[src/rtl/vga_ctrl.sv]
// ============================================================================
// Module   : vga_ctrl
// Brief    : 640x480@60 VGA timing generator; requests pixels one clock early
//            and gates the returned RGB565 data. Optional VGA_FRAME_CNT_EN
//            adds an 8-bit frame counter output.
// Revision : 1.0 - initial release
// ============================================================================
`default_nettype none

module vga_ctrl #(
  parameter int H_SYNC   = 96,
  parameter int H_BACK   = 48,
  parameter int H_VALID  = 640,
  parameter int H_FRONT  = 16,
  parameter int V_SYNC   = 2,
  parameter int V_BACK   = 33,
  parameter int V_VALID  = 480,
  parameter int V_FRONT  = 10,
  parameter bit SYNC_POL = 1'b0
) (
  input  logic        vga_clk,
  input  logic        sys_rst,
  input  logic [15:0] pix_data,
  output logic [9:0]  pix_x,
  output logic [9:0]  pix_y,
  output logic        hsync,
  output logic        vsync,
  output logic        rgb_valid,
  output logic [15:0] rgb
`ifdef VGA_FRAME_CNT_EN
  ,
  output logic [7:0]  frame_cnt
`endif
);

  localparam int H_TOTAL = H_SYNC + H_BACK + H_VALID + H_FRONT;
  localparam int V_TOTAL = V_SYNC + V_BACK + V_VALID + V_FRONT;

  localparam logic [9:0] H_LAST   = 10'(H_TOTAL - 1);
  localparam logic [9:0] V_LAST   = 10'(V_TOTAL - 1);
  localparam logic [9:0] HS_END   = 10'(H_SYNC);
  localparam logic [9:0] VS_END   = 10'(V_SYNC);
  localparam logic [9:0] HA       = 10'(H_SYNC + H_BACK);
  localparam logic [9:0] HA_END   = 10'(H_SYNC + H_BACK + H_VALID);
  localparam logic [9:0] HREQ_BEG = 10'(H_SYNC + H_BACK - 1);
  localparam logic [9:0] HREQ_END = 10'(H_SYNC + H_BACK + H_VALID - 2);
  localparam logic [9:0] VA       = 10'(V_SYNC + V_BACK);
  localparam logic [9:0] VA_END   = 10'(V_SYNC + V_BACK + V_VALID);

  logic [9:0] h_cnt;
  logic [9:0] v_cnt;
  logic       frame_last;
  logic       v_act;
  logic       req;

  assign frame_last = (h_cnt == H_LAST) && (v_cnt == V_LAST);

  always_ff @(posedge vga_clk) begin
    if (sys_rst) begin
      h_cnt <= '0;
      v_cnt <= '0;
    end else if (h_cnt == H_LAST) begin
      h_cnt <= '0;
      v_cnt <= (v_cnt == V_LAST) ? 10'd0 : v_cnt + 10'd1;
    end else begin
      h_cnt <= h_cnt + 10'd1;
    end
  end

`ifdef VGA_FRAME_CNT_EN
  always_ff @(posedge vga_clk) begin
    if (sys_rst) begin
      frame_cnt <= '0;
    end else if (frame_last) begin
      frame_cnt <= frame_cnt + 8'd1;
    end
  end
`else
  logic unused_frame_last;
  assign unused_frame_last = frame_last;
`endif

  // Requests lead rgb_valid by one clock to cover vga_pic's registered output.
  always_comb begin
    v_act     = (v_cnt >= VA) && (v_cnt < VA_END);
    req       = v_act && (h_cnt >= HREQ_BEG) && (h_cnt <= HREQ_END);
    pix_x     = req ? (h_cnt - HREQ_BEG) : 10'h3FF;
    pix_y     = req ? (v_cnt - VA) : 10'h3FF;
    rgb_valid = v_act && (h_cnt >= HA) && (h_cnt < HA_END);
    rgb       = rgb_valid ? pix_data : 16'h0000;
    hsync     = (h_cnt < HS_END) ? SYNC_POL : ~SYNC_POL;
    vsync     = (v_cnt < VS_END) ? SYNC_POL : ~SYNC_POL;
  end

endmodule

`default_nettype wire

[config.mk]
export PLATFORM = sky130hd
export DESIGN_NAME = vga_ctrl
export DESIGN_NICKNAME = d
export VERILOG_FILES = /design/src/rtl/vga_ctrl.sv
export SDC_FILE = /design/constraint.sdc
export NUM_CORES = 1
export LEC_CHECK = 0
export CORE_MARGIN = 4
export CORE_UTILIZATION = 48
export DETAILED_ROUTE_END_ITERATION = 16
export PLACE_DENSITY = 0.85
export SYNTH_ARGS = -nofsm -noshare
export SYNTH_HDL_FRONTEND = slang
export SYNTH_SLANG_ARGS = --single-unit
export TNS_END_PERCENT = 50
[constraint.sdc]
create_clock -name vga_clk -period 4.9 [get_ports vga_clk]
set_input_delay 1.47 -clock vga_clk [delete_from_list [all_inputs] [get_ports vga_clk]]
set_output_delay 1.47 -clock vga_clk [all_outputs]
set_load 0.05 [all_outputs]
==> results of run 1 <==
-- kinds of logic (layout without fill, tap and decap cells) --
kind of cell | after synthesis | in the layout | synth area share
adder cells (fa/ha/maj) | 4 | 4 | 0.0318
flip-flops | 20 | 20 | 0.255
buffers and inverters | 23 | 68 | 0.0740
XOR/XNOR | 19 | 19 | 0.106
AO/OA/AOI/OAI | 33 | 33 | 0.147
AND/OR/NAND/NOR | 103 | 103 | 0.386
-- layout make-up --
| type | count | area share |
|---|---|---|
| Timing Repair Buffer | 60 | 0.274 |
| Clock buffer | 4 | 0.0168 |
| Tap cell | 44 | 0.0255 |
| Sequential cell | 20 | 0.186 |
| Inverter | 4 | 0.00696 |
| Multi-Input combinational cell | 159 | 0.491 |
-- per-stage QoR --
step,power [uW],area [um2]
global placement,192,2120
CTS,290,2150
global route,301,2160
detailed placement,192,2120
finish,286,2160
floorplan,176,1570
-- worst max path at each step --
stage	to	slack, ps	depth (start not counted)	start
after floorplan	rgb[10]	1200	7	v_cnt[1]$_SDFFE_PP0P_
after global placement	rgb[8]	580	3	pix_data[8]
after detailed placement	rgb[15]	570	3	pix_data[15]
after CTS	pix_x[6]	250	7	v_cnt[0]$_SDFFE_PP0P_
after global routing	pix_x[6]	120	7	v_cnt[0]$_SDFFE_PP0P_
final	rgb[10]	440	7	v_cnt[0]$_SDFFE_PP0P_
-- timing repair --
action                                 CTS  global route
buffers inserted                         0             0
endpoints found under the hold margin    0             0
gates resized for setup                  0             1
setup endpoints to repair                0            12
-- power breakdown --
group	internal, uW	switching [uW]
clock	45.4	52.5
combinational	14.5	6.46
sequential	165	2.84
total	225	61.8
-- layer usage --
| layer | up-vias | wire (um) | GRT usage |
|---|---|---|---|
| met2 | 70 | 1990 | 0.364 |
| met1 | 757 | 1700 | 0.239 |
| met3 | 8 | 376 | 0.0530 |
| met5 | - | 0 | 0 |
| met4 | 0 | 68 | 0.0622 |
| li1 | 809 | - | - |
-- critical path: stages, from the launching register on --
cell,delay [ps]
dfxtp_1,410
ha_1,340
nor4_1,280
nand3_1,200
a221oi_2,310
buf_4,210
and2_1,150
clkdlybuf4s50_1,800
-- sequential cells by signal, indices dropped and copies added (netlist names) --
register and cells:
h_cnt 10, v_cnt 10
-- placed cells by master, fill, tap and decap left out, drive strengths merged, types with 2 or more instances in the layout --
cell type and n:
or3 4, inv 4, xnor2 13, a2111o 2
nand2 10, or4 4, and3 4, nand3b 2
o31ai 6, xor2 6, nor3 4, nand3 24
clkbuf 4, dfxtp 20, nor2 18, clkdlybuf4s50 56
o21ai 4, nand4 4, a21oi 12, nand4b 2
ha 4, buf 4, nor4 5, and2 16
==> metrics.csv, run 1 <==
metric,value,unit
status,finished clean,
worst skew pair latency,310,ps
CTS tree,done,
hold crit path type,reg2reg,
initial antenna violation count,0,
area share of the leading cell type in the synthesized netlist,0.255,
Min Hold Slack,502,ps
share of cells above drive strength 1,0.0607,
Synth Cell Area,0.00157,mm2
WP data required,3430,ps
Die Area,0.00425,mm2
clock transition at the registers of the reported paths,110,ps
fmax,224,MHz
Hold Path End,h_cnt[0]$_SDFF_PP0_,
Initial Util,0.506,
die height,65.2,um
initial DRC count,73,
r2r startpoint,h_cnt[0]$_SDFF_PP0_,
Layout Cells excl Fill,291,
register bit count reported by yosys,20,
Pleak,0.000781,uW
register area,400,um2
Synth Instances,202,
clk root buf,clkbuf_4,
Synth area leader,dfxtp_1,
Routed WL per cell,14.2,um
final hold vios,0,
synth unique cells,43,
n_diodes,0,
Top Ports,57,
Max-cap violations,0,
CTS Buffer Depth,2,
Final #Nets,270,
H-tree Lvls,1,
Filler cells,289,
I/O Buffers,56,
Max Slew Vio Count,0,
R2R Path End,v_cnt[9]$_SDFFE_PP0P_,
Via Count,1644,
Layout area overhead,37.2,%
first-pass GRT wire length,7110,um
Final GP Congestion,0.825,
hold_sp,h_cnt[0]$_SDFF_PP0_,
grt ovf,0,
R2R depth,5,
"Warnings, synthesis",0,
Syn Area/Cell,7.78,um2
Setup TNS,0,ps
row cnt,20,
flop2flop setup slack,2760,ps
Synth top cells by count,"24 x nand3_1, 20 x dfxtp_1, 18 x nor2_1, 16 x and2_1, 13 x xnor2_1",
maximum vdd drop,0.131,mV
cts bufs inserted,3,
Die W,65.2,um
placed insts,287,
Setup WS post-layout,440,ps
"EDFF count, synth",0,
Syn Nets,224,
DRC Markers,0,
Worst EP arrival,2990,ps
sequential area share after synthesis,0.255,
Final Setup Violations,0,
most frequent cell after synthesis,nand3_1,
Tot GR Track Use,0.205,
post-route clock period utilization,0.910,
Pwr Density,133,mW/mm2
Worst-Margin Slew,574,ps
Final Core Density,0.695,
min Tclk post-route,4460,ps
Post-Place Worst Slack,571,ps
number of global-route vias before repair,1582,
synth top area cells,"dfxtp_1 25%, nand3_1 7.6%, xnor2_1 7.2%",
Multi-input gate area,0.00106,mm2
Clock Sink Count,20,
Routed WL,4140,um
Worst slew margin,0.617,
largest net degree at the start of global routing,18,
critical path launch point type,flip-flop,
Hold Buf Count CTS,0,
type of the worst setup path,reg2out,
CORE AREA,0.00310,mm2
DRT antenna net count,0,
CP endpoint kind,output pin,
Worst Clk Skew,3.16,ps
RSZ-0062 raised after global routing,false,
Main synth FF type,dfxtp_1,
Hold Path Stages,1,
Vias/cell,5.65,
Post-synth ARST share,0,
CP Max Fanout,17,
DRT Pass-1 Iters,4,
HPWL Detailed,3110,um
No activity file was read; power rests on OpenSTA's default activity.
==> run 2, diff against run 1 <==
CELL_PAD_IN_SITES_DETAIL_PLACEMENT = 0   (was default)
CELL_PAD_IN_SITES_GLOBAL_PLACEMENT = 1   (was default)
CORE_UTILIZATION = 34   (was 48)
PLACE_DENSITY = default   (was 0.85)
PLACE_DENSITY_LB_ADDON = 0.1   (was default)
==> run 2 against run 1 <==
Effect of this change:
- critical path depth stayed put
- setup slack worse by 33 ps
- design area rose by 1.2%
- non-clock buffer count is the same
- sequential power is essentially flat
- highest routed layer unchanged
- combinational power is essentially flat
- critical path type unchanged
- sequential share of layout area shrank 0.21 points
- die area up 36%
- clock power up 30%
- hold slack lost 6.0 ps
- first-iteration DRC count shrank 30%
- power grew 10%
- largest cell class unchanged
==> metrics.csv, run 2 (synthesis results as in run 1) <==
metric,value,unit
status,finished clean,
post-CTS setup buffer count,0,
placed insts,295,
Worst EP arrival,3020,ps
Routed WL,4290,um
n_diodes,0,
Multi-input gate area,0.00105,mm2
Setup TNS,0,ps
Worst slew margin,0.612,
Post-CTS Resized,0,
WP data required,3430,ps
cells along the critical path,ha_1 > o41ai_2 > a21o_1 > a21oi_1 > buf_4 > nand4b_1 > clkdlybuf4s50_1,
CTS tree,done,
Worst path slowest cell,clkdlybuf4s50_1,
Pleak,0.000789,uW
Pwr Density,145,mW/mm2
critical path launch point type,flip-flop,
largest net degree at the start of global routing,18,
Layout area overhead,38.8,%
Via Count,1559,
worst skew pair latency,260,ps
type of the worst setup path,reg2out,
register area,400,um2
CTS Buffer Depth,2,
initial antenna violation count,0,
initial DRC count,51,
clock transition at the registers of the reported paths,80,ps
cts bufs inserted,3,
Max-cap violations,0,
Worst-Margin Slew,581,ps
CORE AREA,0.00441,mm2
Final #Nets,270,
"commonest non-fill, non-tap cell in the layout",clkdlybuf4s50_1,
CP Max Fanout,15,
min Tclk post-route,4490,ps
Hold Buf Count CTS,0,
DRT Pass-1 Iters,4,
I/O Buffers,56,
Final Setup Violations,0,
Die W,76.0,um
maximum vdd drop,0.115,mV
H-tree Lvls,1,
CP endpoint kind,output pin,
most frequent cells in the layout,"56 x clkdlybuf4s50_1, 24 x nand3_1, 20 x dfxtp_1",
Filler cells,465,
biggest regs,"h_cnt x10, v_cnt x10",
DRT antenna net count,0,
Top Ports,57,
grt ovf,0,
Tot GR Track Use,0.140,
Clock Sink Count,20,
row cnt,24,
Vias/cell,5.21,
die height,76.0,um
hold crit path type,reg2reg,
Layout Cells excl Fill,299,
Max Slew Vio Count,0,
post-route clock period utilization,0.917,
share of cells above drive strength 1,0.0567,
Crit path largest cell delay,730,ps
Initial Util,0.356,
number of global-route vias before repair,1395,
fmax,223,MHz
RSZ-0062 raised after global routing,false,
first-pass GRT wire length,6890,um
HPWL Detailed,3200,um
Final GP Congestion,0.714,
Routed WL per cell,14.4,um
DRC Markers,0,
final hold vios,0,
Worst Clk Skew,1.97,ps
Die Area,0.00577,mm2
clk root buf,clkbuf_8,
==> run 2: final cells by class <==
| class | count | area share |
|---|---|---|
| inverters | 4 | 0.00688 |
| multi-input cells | 159 | 0.484 |
| clock buffers | 4 | 0.0252 |
| flip-flops and latches | 20 | 0.184 |
| well taps | 52 | 0.0298 |
| repair buffers | 60 | 0.271 |
==> run 2: final timing paths <==
path	end	from	cells past startpoint	slack (ps)
worst min-delay path	h_cnt[0]$_SDFF_PP0_	h_cnt[0]$_SDFF_PP0_	1	500
worst max register to register	v_cnt[3]$_SDFFE_PP0P_	h_cnt[0]$_SDFF_PP0_	5	2780
worst min register to register	h_cnt[0]$_SDFF_PP0_	h_cnt[0]$_SDFF_PP0_	1	500
worst max-delay path	pix_y[4]	v_cnt[1]$_SDFFE_PP0P_	7	410
==> run 2: report_power, final <==
part,internal [uW],total (uW),switching (uW)
Sequential,164,167,2.76
Combinational,14.5,21.0,6.57
Clock,71.5,127,55.7
==> run 2: worst max-delay path: cells and delay by family (launching register included) <==
| family | cells | cell delay, ps |
|---|---|---|
| buffers and inverters | 2 | 1030 |
| AO/OA/AOI/OAI | 3 | 760 |
| flip-flops | 1 | 470 |
| adder cells (fa/ha/maj) | 1 | 380 |
| AND/OR/NAND/NOR | 1 | 110 |
==> run 2: layer usage <==
metal  up-vias  part of all wire  routed length, um  global-route usage
met5         -                 0                  0                   0
met4         0            0.0077                 33              0.0320
met3         4             0.067                288              0.0319
met2        55              0.41               1760               0.217
met1       693              0.51               2210               0.195
li1        807                 -                  -                   -
==> run 2: stage by stage <==
step	worst slack, ps	instance area, um2	utilization	hold WS (ps)	power, uW
final	407	2180	0.494	496	315
after detailed placement	583	2130	0.482	480	192
after global routing	249	2180	0.494	507	327
after global placement	578	2130	0.482	475	192
after CTS	398	2180	0.494	498	319
after floorplan	1200	1570	-	449	176
